$ cat src/rtl/cpu_pkg.sv
`default_nettype none
// ----------------------------------------------------------------------------
// cpu_pkg : shared core constants and the fetch-queue entry type
// Revision: 1.0
// ----------------------------------------------------------------------------
package cpu_pkg;

  localparam int XLEN    = 32;
  localparam int IMEM_AW = 6;

  localparam logic [XLEN-1:0] RESET_PC_DEFAULT = 32'h0000_0000;
  localparam logic [XLEN-1:0] NOP              = 32'h0000_0013;

  typedef struct packed {
    logic [XLEN-1:0] pc;
    logic [XLEN-1:0] inst;
  } fetch_entry_t;

endpackage
`default_nettype wire

$ cat src/rtl/m_fetch_fifo.sv
`default_nettype none
// ----------------------------------------------------------------------------
// m_fetch_fifo : DEPTH-entry {pc, inst} queue with push/pop/flush and count
// Revision: 1.0
// ----------------------------------------------------------------------------
module m_fetch_fifo
  import cpu_pkg::*;
#(
  parameter int DEPTH = 2
) (
  input  logic                  clk_i,
  input  logic                  rst_ni,
  input  logic                  push_i,
  input  fetch_entry_t          push_data_i,
  input  logic                  pop_i,
  input  logic                  flush_i,
  output fetch_entry_t          head_o,
  output logic [$clog2(DEPTH):0] count_o,
  output logic                  empty_o
);

  localparam int AW = $clog2(DEPTH);

  fetch_entry_t     mem_q [DEPTH];
  logic [AW-1:0]    wr_ptr_q, wr_ptr_d;
  logic [AW-1:0]    rd_ptr_q, rd_ptr_d;
  logic [AW:0]      count_q, count_d;
  logic             w_do_push, w_do_pop;

  assign w_do_push = push_i & ~flush_i & (count_q != (AW+1)'(DEPTH));
  assign w_do_pop  = pop_i  & ~flush_i & (count_q != '0);

  always_comb begin
    wr_ptr_d = wr_ptr_q;
    rd_ptr_d = rd_ptr_q;
    count_d  = count_q;
    if (flush_i) begin
      wr_ptr_d = '0;
      rd_ptr_d = '0;
      count_d  = '0;
    end else begin
      if (w_do_push) wr_ptr_d = wr_ptr_q + AW'(1);
      if (w_do_pop)  rd_ptr_d = rd_ptr_q + AW'(1);
      case ({w_do_push, w_do_pop})
        2'b10:   count_d = count_q + (AW+1)'(1);
        2'b01:   count_d = count_q - (AW+1)'(1);
        default: count_d = count_q;
      endcase
    end
  end

  always_ff @(posedge clk_i or negedge rst_ni) begin
    if (!rst_ni) begin
      wr_ptr_q <= '0;
      rd_ptr_q <= '0;
      count_q  <= '0;
    end else begin
      wr_ptr_q <= wr_ptr_d;
      rd_ptr_q <= rd_ptr_d;
      count_q  <= count_d;
    end
  end

  // Storage needs no reset: the head is only observed while count is non-zero.
  always_ff @(posedge clk_i) begin
    if (w_do_push) mem_q[wr_ptr_q] <= push_data_i;
  end

  assign head_o  = mem_q[rd_ptr_q];
  assign count_o = count_q;
  assign empty_o = (count_q == '0);

endmodule
`default_nettype wire

$ cat src/rtl/m_ifetch.sv
`default_nettype none
// ----------------------------------------------------------------------------
// m_ifetch : instruction fetch with 1-cycle imem, redirect flush, output queue
// Revision: 1.0
// ----------------------------------------------------------------------------
module m_ifetch
  import cpu_pkg::*;
#(
  parameter int              DEPTH    = 2,
  parameter logic [XLEN-1:0] RESET_PC = RESET_PC_DEFAULT
) (
  input  logic               w_clk,
  input  logic               w_rst_n,
  input  logic               w_redirect,
  input  logic [XLEN-1:0]    w_redirect_pc,
  output logic               w_imem_req,
  output logic [IMEM_AW-1:0] w_imem_addr,
  input  logic [XLEN-1:0]    w_imem_rdata,
  output logic               w_out_valid,
  input  logic               w_out_ready,
  output logic [XLEN-1:0]    w_out_pc,
  output logic [XLEN-1:0]    w_out_inst
);

  localparam int CW = $clog2(DEPTH) + 1;

  logic [XLEN-1:0] r_fetch_pc, fetch_pc_d;
  logic [XLEN-1:0] req_pc_q;
  logic            inflight_q;
  logic [CW-1:0]   w_count;
  logic [CW:0]     w_occ;
  logic            w_empty, w_pop, w_push, w_req;
  fetch_entry_t    w_head, w_push_data;
  logic            w_unused_rpc;

  assign w_unused_rpc = ^w_redirect_pc[1:0];

  assign w_out_valid = ~w_empty;
  assign w_pop       = w_out_valid & w_out_ready;
  assign w_push      = inflight_q & ~w_redirect;

  // Occupancy nets out this cycle's pop so a draining consumer sustains one
  // request per cycle; slot accounting still never exceeds DEPTH.
  assign w_occ = {1'b0, w_count} + {{CW{1'b0}}, inflight_q} - {{CW{1'b0}}, w_pop};
  assign w_req = w_rst_n & ~w_redirect & (w_occ < (CW+1)'(DEPTH));

  assign w_imem_req  = w_req;
  assign w_imem_addr = r_fetch_pc[IMEM_AW+1:2];

  assign w_push_data.pc   = req_pc_q;
  assign w_push_data.inst = w_imem_rdata;

  assign w_out_pc   = w_out_valid ? w_head.pc   : '0;
  assign w_out_inst = w_out_valid ? w_head.inst : '0;

  always_comb begin
    fetch_pc_d = r_fetch_pc;
    if (w_redirect)  fetch_pc_d = {w_redirect_pc[XLEN-1:2], 2'b00};
    else if (w_req)  fetch_pc_d = r_fetch_pc + 32'd4;
  end

  always_ff @(posedge w_clk or negedge w_rst_n) begin
    if (!w_rst_n) begin
      r_fetch_pc <= RESET_PC;
      req_pc_q   <= '0;
      inflight_q <= 1'b0;
    end else begin
      r_fetch_pc <= fetch_pc_d;
      inflight_q <= w_req;
      if (w_req) req_pc_q <= r_fetch_pc;
    end
  end

  m_fetch_fifo #(
    .DEPTH (DEPTH)
  ) u_fifo (
    .clk_i       (w_clk),
    .rst_ni      (w_rst_n),
    .push_i      (w_push),
    .push_data_i (w_push_data),
    .pop_i       (w_pop),
    .flush_i     (w_redirect),
    .head_o      (w_head),
    .count_o     (w_count),
    .empty_o     (w_empty)
  );

endmodule
`default_nettype wire
$ cat config.mk
export PLATFORM = sky130hd
export DESIGN_NAME = m_ifetch
export DESIGN_NICKNAME = d
export VERILOG_FILES = /design/src/rtl/cpu_pkg.sv /design/src/rtl/m_fetch_fifo.sv /design/src/rtl/m_ifetch.sv
export SDC_FILE = /design/constraint.sdc
export NUM_CORES = 1
export LEC_CHECK = 0
export ABC_AREA = 1
export ABC_CLOCK_PERIOD_IN_PS = 4810
export CAP_MARGIN = 20
export CELL_PAD_IN_SITES_DETAIL_PLACEMENT = 1
export CELL_PAD_IN_SITES_GLOBAL_PLACEMENT = 1
export CORE_MARGIN = 2
export CORE_UTILIZATION = 40
export DETAILED_ROUTE_END_ITERATION = 7
export HOLD_SLACK_MARGIN = 0.05
export PLACE_DENSITY = 0.88
export SLEW_MARGIN = 20
export SYNTH_ARGS = -nofsm -noshare
export SYNTH_HDL_FRONTEND = slang
export SYNTH_SLANG_ARGS = --single-unit
$ cat constraint.sdc
create_clock -name w_clk -period 4.81 [get_ports w_clk]
set_input_delay 1.2025 -clock w_clk [delete_from_list [all_inputs] [get_ports w_clk]]
set_output_delay 1.2025 -clock w_clk [all_outputs]
set_load 0.02 [all_outputs]
Yosys cells after proc, flatten, opt, wreduce, memory -nomap -nowiden:

Memory sizes are Yosys's and may differ from the RTL's.
Cells that the tools add are included.

* register bits after elaboration: 69
* bits in writable memories: 128
* output and inout bits: 72
* word-level logic and storage cells: 46
* memories: 1

* add/subtract/negate cells: 7
* order comparisons: 1
* eq/ne operators: 3
* multiplexer cells: 12
* bitwise operators: 10
* reduce and logical (&&, ||, !) cells: 6

Memory list
* u_fifo.mem_q: depth 2, bits a word 64, rd ports 1, clocked after memory_dff 0, write ports 1, RTL line m_fetch_fifo.sv:24 `fetch_entry_t mem_q [DEPTH];`

Operator list (count)
* 32-bit two-way mux: 4
* 32-bit by 3-bit adder with 32-bit output, second input constant: 1
* 1-bit bitwise AND: 8
* 2-bit nonzero test: 4
* 1-bit two-way mux: 6
* 2-bit case mux with 2 select lines: 1
* 2-bit by 1-bit adder with 3-bit output: 1
* 3-bit by 2-bit < comparator with 1-bit output, second input constant: 1
* 3-bit nonzero test: 1
* 3-bit by 1-bit subtractor with 3-bit output: 1
* 1-bit adder, second input constant: 2
* 2-bit by 1-bit adder with 2-bit output, second input constant: 1
* 2-bit by 1-bit == test with 1-bit output, second input constant: 1
* 2-bit == test, second input constant: 1
* 2-bit zero test: 1
* 2-bit two-way mux: 1
* 2-bit inequality test, second input constant: 1
* 1-bit inverter: 2
* 2-bit by 1-bit subtractor with 2-bit output, second input constant: 1

Logic depth before layout (Yosys ltp):

Gate-level depths: netlist of the first run.

* depth after elaboration: 8
* depth in mapped cells: 16

Modules after synthesis:

From an unflattened synthesis of the first run, not the netlist that was laid out.

* cells, all modules: 915
* area, all modules: 9091.2 sq um

Modules (own cells, without submodules)
* m_fetch_fifo: instances 1, cells an instance 243, area each 4913.5 sq um, sequential area each 3943.8 sq um
* m_ifetch: instances 1, cells an instance 672, area each 4177.8 sq um, sequential area each 1526.5 sq um

Least setup slack after synthesis of the first run:

No wires, ideal clock.

* path kind: input -> register
* from: input w_redirect
* to: memory u_fifo.mem_q[0][0] (netlist bit), enable pin
* arrival time: 4.331 ns
* data required time: 4.327 ns
* setup slack: -0.004 ns
* stages: 5
* cell sequence: buf_2 inv_1 buf_2 nand3_1 nor2_1

* longest elaborated chain between the ends: 6

RTL lines
* start, declared: RTL line m_ifetch.sv:14 `input logic w_redirect,`
* 1-bit inverter *: RTL line m_fetch_fifo.sv:30, m_ifetch.sv:40
* 1-bit bitwise AND: RTL line m_ifetch.sv:40 `assign w_push = inflight_q & ~w_redirect;`
* 1-bit bitwise AND * (2 in series): RTL line m_fetch_fifo.sv:30 `assign w_do_push = push_i & ~flush_i & (count_q != (AW+1)'(DEPTH));`
* 1-bit two-way mux *: RTL line m_fetch_fifo.sv:66 `if (w_do_push) mem_q[wr_ptr_q] <= push_data_i;`
* 1-bit two-way mux (implied by the code) *: RTL line m_fetch_fifo.sv:66
* end, declared: RTL line m_fetch_fifo.sv:24

Mark *: on every way between the ends. The rest lies on a longest branch, timed or not.

Worst setup path after layout of the first run:

* from: input w_out_ready
* to: output w_imem_req

* longest elaborated chain between the ends: 4

RTL lines
* start, declared: RTL line m_ifetch.sv:20 `input logic w_out_ready,`
* 1-bit bitwise AND: RTL line m_ifetch.sv:39 `assign w_pop = w_out_valid & w_out_ready;`
* 3-bit by 1-bit subtractor with 3-bit output: RTL line m_ifetch.sv:44 `assign w_occ = {1'b0, w_count} + {{CW{1'b0}}, inflight_q} - {{CW{1'b0}}, w_pop};`
* 3-bit by 2-bit < comparator with 1-bit output: RTL line m_ifetch.sv:45 `assign w_req = w_rst_n & ~w_redirect & (w_occ < (CW+1)'(DEPTH));`
* 1-bit bitwise AND: RTL line m_ifetch.sv:45
* end, declared: RTL line m_ifetch.sv:16 `output logic w_imem_req,`

Every way passes these cells.

==> impl_results.md, run 1 <==
* Clock transition at path regs at 70 ps
* Antenna-violating nets left at 0
* GPL Wtd Cong at 0.845
* Worst min path class: reg2reg
* R2r setup slk at 1620 ps
* Worst-Margin Slew at 724 ps
* Crit path capture: w_imem_req
* Synth Warn # at 0
* Maximum number of pins on one net before global-route repair at 67
* Rel. slew slack at 51.7%
* Cell variety after synth at 28
* Switching Fraction at 37.2%
* Hpwl dp at 14,900 um
* Placed Area at 0.00987 mm2
* Critical path class: in2out
* Post-CTS Setup Bufs at 0
* Die Wd at 148 um
* Outcome: finished clean
* CTS Buf Count at 17
* Vias in the first global route at 6,609
* Iteration-0 DRC Markers at 329
* CTS tree: done
* Seq/Total Area, Yosys at 64.8%
* Finished Layout Cells at 1,258
* Period minus WS final at 4670 ps
* CTS root buf: clkbuf_16
* Reg2reg end: r_fetch_pc[18]
* Commonest non-fill, non-tap cell in the layout: nand2_1
* Core Rows at 52
* PortBufs at 135
* Clock group share of total power at 23.7%
* First-pass GRT wire length at 35,200 um
* Fin nets at 1,046
* Area delta synth->final at 26.4%
* # setup viols final at 0
* Fill count at 2,287
* GRT Residual Overflow at 0
* Design area at 0.0104 mm2
* Hold Vio Cnt, Final at 0
* Arrival time at the worst endpoint at 3470 ps
* CORE AREA at 0.0202 mm2
* All-layer global routing usage at 20.6%
* Drt drc at 0
* Starting density of the core at 40.8%
* Clock Path Buffers at 2
* Final Worst Setup Slack at 137 ps
* Max cap viols at 0
* Initial antenna violation count at 1
* Flop pwr share at 40.4%
* DRT Pass-1 Iters at 5
* Switching power at 2160 uW
* Worst-case reg-to-reg path depth at 15
* Clock sink count at 189
* Ant diodes at 0
* Int Pwr at 3650 uW
* WP data required at 3610 ps
* Hold depth at 0
* Share of cells above drive strength 1 at 6.58%
* Fin crit share at 97.2%
* PD cells at 556 mW/mm2
* Number of synthesized register bits at 189
* Worst Skew at 14.8 ps
* Worst slack at placement at -152 ps
* Critical Path End Type: output pin
* Synthesized cell area at 0.00826 mm2
* IO Count at 140
* Crit-path max FO at 2
* Vias post-DR at 6,338
* H-tree levels at 4
* Drt wl/cell at 17.4 um
* Vias per inst at 5.04
* Worst Setup SP: w_out_ready
* Leakage at 0.00410 uW
* Chip height at 148 um
* RSZ-0062 raised after global routing: false
* Total Die Area at 0.0218 mm2
* Combinational share of power at 35.9%
* Clk Latency, worst-skew pair at 430 ps
* Syn Area/Cell at 9.74 um2
* Most frequent cells in the layout: nand2_1, clkdlybuf4s50_1, edfxtp_1
* Final Max Slew Viols at 0
* Placed Instances at 1,226
* Fmax at 0.214 GHz
* Mapped Cells at 848
* Total negative setup slack at 0 ps
* Total Wirelength at 21,900 um
* Final Core Density at 51.6%
* Worst vdd ir at 0.289 mV
* FF-to-FF Start: u_fifo.count_o[1]
* CP Launch Type: input pin
## metrics by stage
stage | power, uW | hold WS, ps
detailed placement | 4460 | 464
finish | 5800 | 481
floorplan | 3510 | 442
global placement | 4340 | 449
CTS | 5850 | 481
global route | 6120 | 492
## cells in the mapped netlist, drive strengths merged
library cell  number  share of area [%]
nand3             65                3.9
nor2              83                4.3
edfxtp           124                 45
o211ai             6               0.55
o21ai             34                2.1
and2               1              0.076
clkbuf            23                1.0
fa                 1               0.24
xnor2              1               0.11
o21bai             2               0.18
buf               20                1.8
o221ai             1               0.11
conb               1              0.045
dfrtp             65                 20
a21oi             65                3.9
inv               64                2.9
nand2            279                 13
nand3b             1              0.091
xor2               2               0.21
ha                 2               0.30
nand4              7               0.53
nor3               1              0.061
## state kept, by name, indices dropped and copies added (netlist names)
register and cells:
u_fifo.wr_ptr_q 1, inflight_q 1, u_fifo.rd_ptr_q 1, u_fifo.mem_q 124
u_fifo.count_o 2, r_fetch_pc 30, req_pc_q 30
## repair_timing
item	CTS	global route
hold buffers	0	0
setup endpoints to repair	1	1
resized for setup	1	1
## how the worst min path moves through the flow
| stage | slack (ps) | endpoint | startpoint |
|---|---|---|---|
| floorplan | 440 | u_fifo.mem_q[0][34] | req_pc_q[2] |
| global placement | 450 | u_fifo.mem_q[0][45] | req_pc_q[13] |
| detailed placement | 460 | u_fifo.mem_q[1][38] | req_pc_q[6] |
| CTS | 480 | u_fifo.mem_q[0][57] | req_pc_q[25] |
| global route | 490 | u_fifo.mem_q[1][57] | req_pc_q[25] |
| finish | 480 | u_fifo.mem_q[0][57] | req_pc_q[25] |
## kinds of logic (layout without fill, tap and decap cells)
group	count (synthesis)	count (layout)	synth area share (%)
AND/OR/NAND/NOR	437	437	21.7
flip-flops	189	189	64.8
AO/OA/AOI/OAI	108	108	6.83
buffers and inverters	107	246	5.74
adder cells (fa/ha/maj)	3	3	0.545
XOR/XNOR	3	3	0.318
other	1	2	0.0454
## per-layer routing
layer / vias up / track usage, % / share of wire (%)
li1: 3055 / - / -
met1: 3089 / 26.6 / 43
met2: 158 / 34.8 / 50
met3: 34 / 4.69 / 4.6
met4: 2 / 6.06 / 2.0
met5: - / 0 / 0.059
## power by group through the flow
stage	logic, uW	registers [uW]	clock network [uW]
floorplan	1240	2280	0
global placement	2010	2330	0
detailed placement	2090	2360	0
CTS	2110	2340	1400
global route	2290	2380	1460
finish	2080	2340	1370
## critical path, cell delays in order
cell	delay, ps
clkdlybuf4s50_1	470
inv_1	40
nor2_1	170
ha_1	270
inv_1	60
nand2_1	50
fa_1	490
nand2_1	80
nor2_1	140
nand2_2	70
inv_1	100
clkdlybuf4s15_1	320
## final cells by class
class / count / area [um2] / share of cell area, %
flip-flops and latches: 189 / 5350 / 51.3
multi-input cells: 553 / 2450 / 23.5
repair buffers: 150 / 1480 / 14.2
clock buffers: 19 / 433 / 4.15
well taps: 270 / 338 / 3.24
inverters: 64 / 240 / 2.30
clock inverters: 13 / 140 / 1.34
(Power assumes the default switching activity.)
==> run 2, diff against run 1 <==
--- a/config.mk
+++ b/config.mk
@@ -11,10 +11,11 @@
 export CELL_PAD_IN_SITES_DETAIL_PLACEMENT = 1
 export CELL_PAD_IN_SITES_GLOBAL_PLACEMENT = 1
 export CORE_MARGIN = 2
-export CORE_UTILIZATION = 40
+export CORE_UTILIZATION = 29
 export DETAILED_ROUTE_END_ITERATION = 7
+export DONT_BUFFER_PORTS = 1
 export HOLD_SLACK_MARGIN = 0.05
-export PLACE_DENSITY = 0.88
+export PLACE_DENSITY = 0.62
 export SLEW_MARGIN = 20
 export SYNTH_ARGS = -nofsm -noshare
 export SYNTH_HDL_FRONTEND = slang
==> impl_results.md, run 2 (synthesis results as in run 1) <==
* IO Count at 140
* Arrival time at the worst endpoint at 2800 ps
* Antenna-violating nets left at 0
* Max FFs per register at 124
* WP data required at 3610 ps
* WHS at 453 ps
* Critical path class: in2out
* Clock sink count at 189
* CP Cell Sequence: inv_1 -> nor2_1 -> ha_1 -> inv_1 -> nand2_1 -> fa_1 -> nand2_1 -> nor2_1 -> nand2_2 -> inv_1
* GRT Residual Overflow at 0
* Top reg by flops: u_fifo.mem_q
* Iteration-0 DRC Markers at 264
* Final Worst Setup Slack at 811 ps
* Starting density of the core at 29.6%
* Chip height at 173 um
* Vias post-DR at 5,655
* Initial antenna violation count at 0
* Top Layer Used: met4
* Fin crit share at 83.1%
* Rel. slew slack at 50.3%
* Crit-path max FO at 4
* Drt drc at 0
* Post-CTS Setup Bufs at 0
* Hold Vio Cnt, Final at 0
* Ant diodes at 0
* Number of hold buffers added after cts at 0
* PD cells at 569 mW/mm2
* Critical Path End Type: output pin
* Metal2 WL at 9850 um
* Worst-Margin Slew at 745 ps
* Die Wd at 173 um
* Worst min path class: in2async
* Largest regs: u_fifo.mem_q (124), r_fetch_pc (30), req_pc_q (30)
* Commonest non-fill, non-tap cell in the layout: nand2_1
* Max cap viols at 0
* Clk Latency, worst-skew pair at 440 ps
* Maximum number of pins on one net before global-route repair at 67
* PortBufs at 0
* CORE AREA at 0.0279 mm2
* Worst vdd ir at 0.257 mV
* CTS Buf Count at 17
* Finished Layout Cells at 1,227
* Final Max Slew Viols at 0
* Placed Instances at 1,195
* Worst-case reg-to-reg path depth at 14
* Leakage at 0.00359 uW
* Fmax at 0.250 GHz
* CTS tree: done
* DRT Pass-1 Iters at 4
* Vias per inst at 4.61
* Worst Skew at 9.93 ps
* CP Launch Type: input pin
* CP max-delay cell: fa_1
* Fin nets at 907
* H-tree levels at 4
* GPL Wtd Cong at 0.783
* Core Rows at 61
* Vias in the first global route at 5,877
* Area delta synth->final at 11.3%
* CP top delay family: adder cells
* Most frequent cells in the layout: nand2_1, edfxtp_1, nor2_1
* Fill count at 3,191
* Buf/Inv on CP at 3
* Post-CTS sizing at 0
* Hpwl dp at 14,100 um
* Clock transition at path regs at 80 ps
* Crit path top cell by count: inv_1
* CP peak stage delay at 470 ps
* First-pass GRT wire length at 33,300 um
* Total Die Area at 0.0298 mm2
* Share of cells above drive strength 1 at 7.30%
* CTS root buf: clkbuf_16
* Levels on crit path at 10
* Worst slack at placement at 801 ps
* Clock Path Buffers at 2
* RSZ-0062 raised after global routing: false
* # setup viols final at 0
* M1 wire length at 9580 um
* Total Wirelength at 20,800 um
* Period minus WS final at 4000 ps
* All-layer global routing usage at 14.3%
* Outcome: finished clean
* Metal3 WL at 1100 um
* Drt wl/cell at 17.0 um
[run 2: worst reg2reg max path: stages, from the launching register on]
cell and delay, ps:
dfrtp_1 520, nor2_4 50, nor2_1 240, ha_1 300, inv_1 60, nand2_1 50
fa_1 470, nand2_1 60, nor2_1 120, nand2_2 90, inv_1 190, buf_4 400
nand2_1 150, nand2_1 80, o21ai_0 60
[run 2: final timing paths]
path	startpoint	endpoint	slack [ps]
worst max-delay path	w_out_ready	w_imem_req	810
worst min-delay path	w_rst_n	r_fetch_pc[7]	450
worst min register to register	req_pc_q[12]	u_fifo.mem_q[0][44]	470
max in group asynchronous	w_rst_n	u_fifo.rd_ptr_q	4210
min in group w_clk	req_pc_q[12]	u_fifo.mem_q[0][44]	470
worst max register to register	u_fifo.count_o[1]	r_fetch_pc[2]	1860
[run 2: per-layer routing]
metal	vias up	GRT usage [%]
met5	-	0
met4	0	4.27
met3	18	4.24
met2	102	23.5
met1	2763	18.3
li1	2772	-
[run 2: report_power, final]
group | leakage (uW) | internal (uW) | total (uW) | switching [uW]
clock network | 0.000292 | 724 | 1410 | 681
registers | 0.00191 | 2090 | 2350 | 258
logic | 0.00139 | 326 | 1480 | 1150
[run 2: per-stage QoR]
| step | area (um2) | setup TNS, ps | power (uW) | utilization [%] |
|---|---|---|---|---|
| floorplan | 8260 | -98.4 | 3510 | - |
| global placement | 8600 | 0 | 3860 | 30.8 |
| detailed placement | 8600 | 0 | 3900 | 30.8 |
| CTS | 9190 | 0 | 5340 | 32.9 |
| global route | 9190 | 0 | 5580 | 32.9 |
| finish | 9190 | 0 | 5230 | 32.9 |
[run 2: area by class of cell]
class	instances	area, um2	share of cell area [%]
Clock inverter	14	143	1.55
Timing Repair Buffer	11	82.6	0.898
Tap cell	378	473	5.14
Clock buffer	18	450	4.90
Sequential cell	189	5350	58.2
Inverter	64	240	2.61
Multi-Input combinational cell	553	2450	26.7
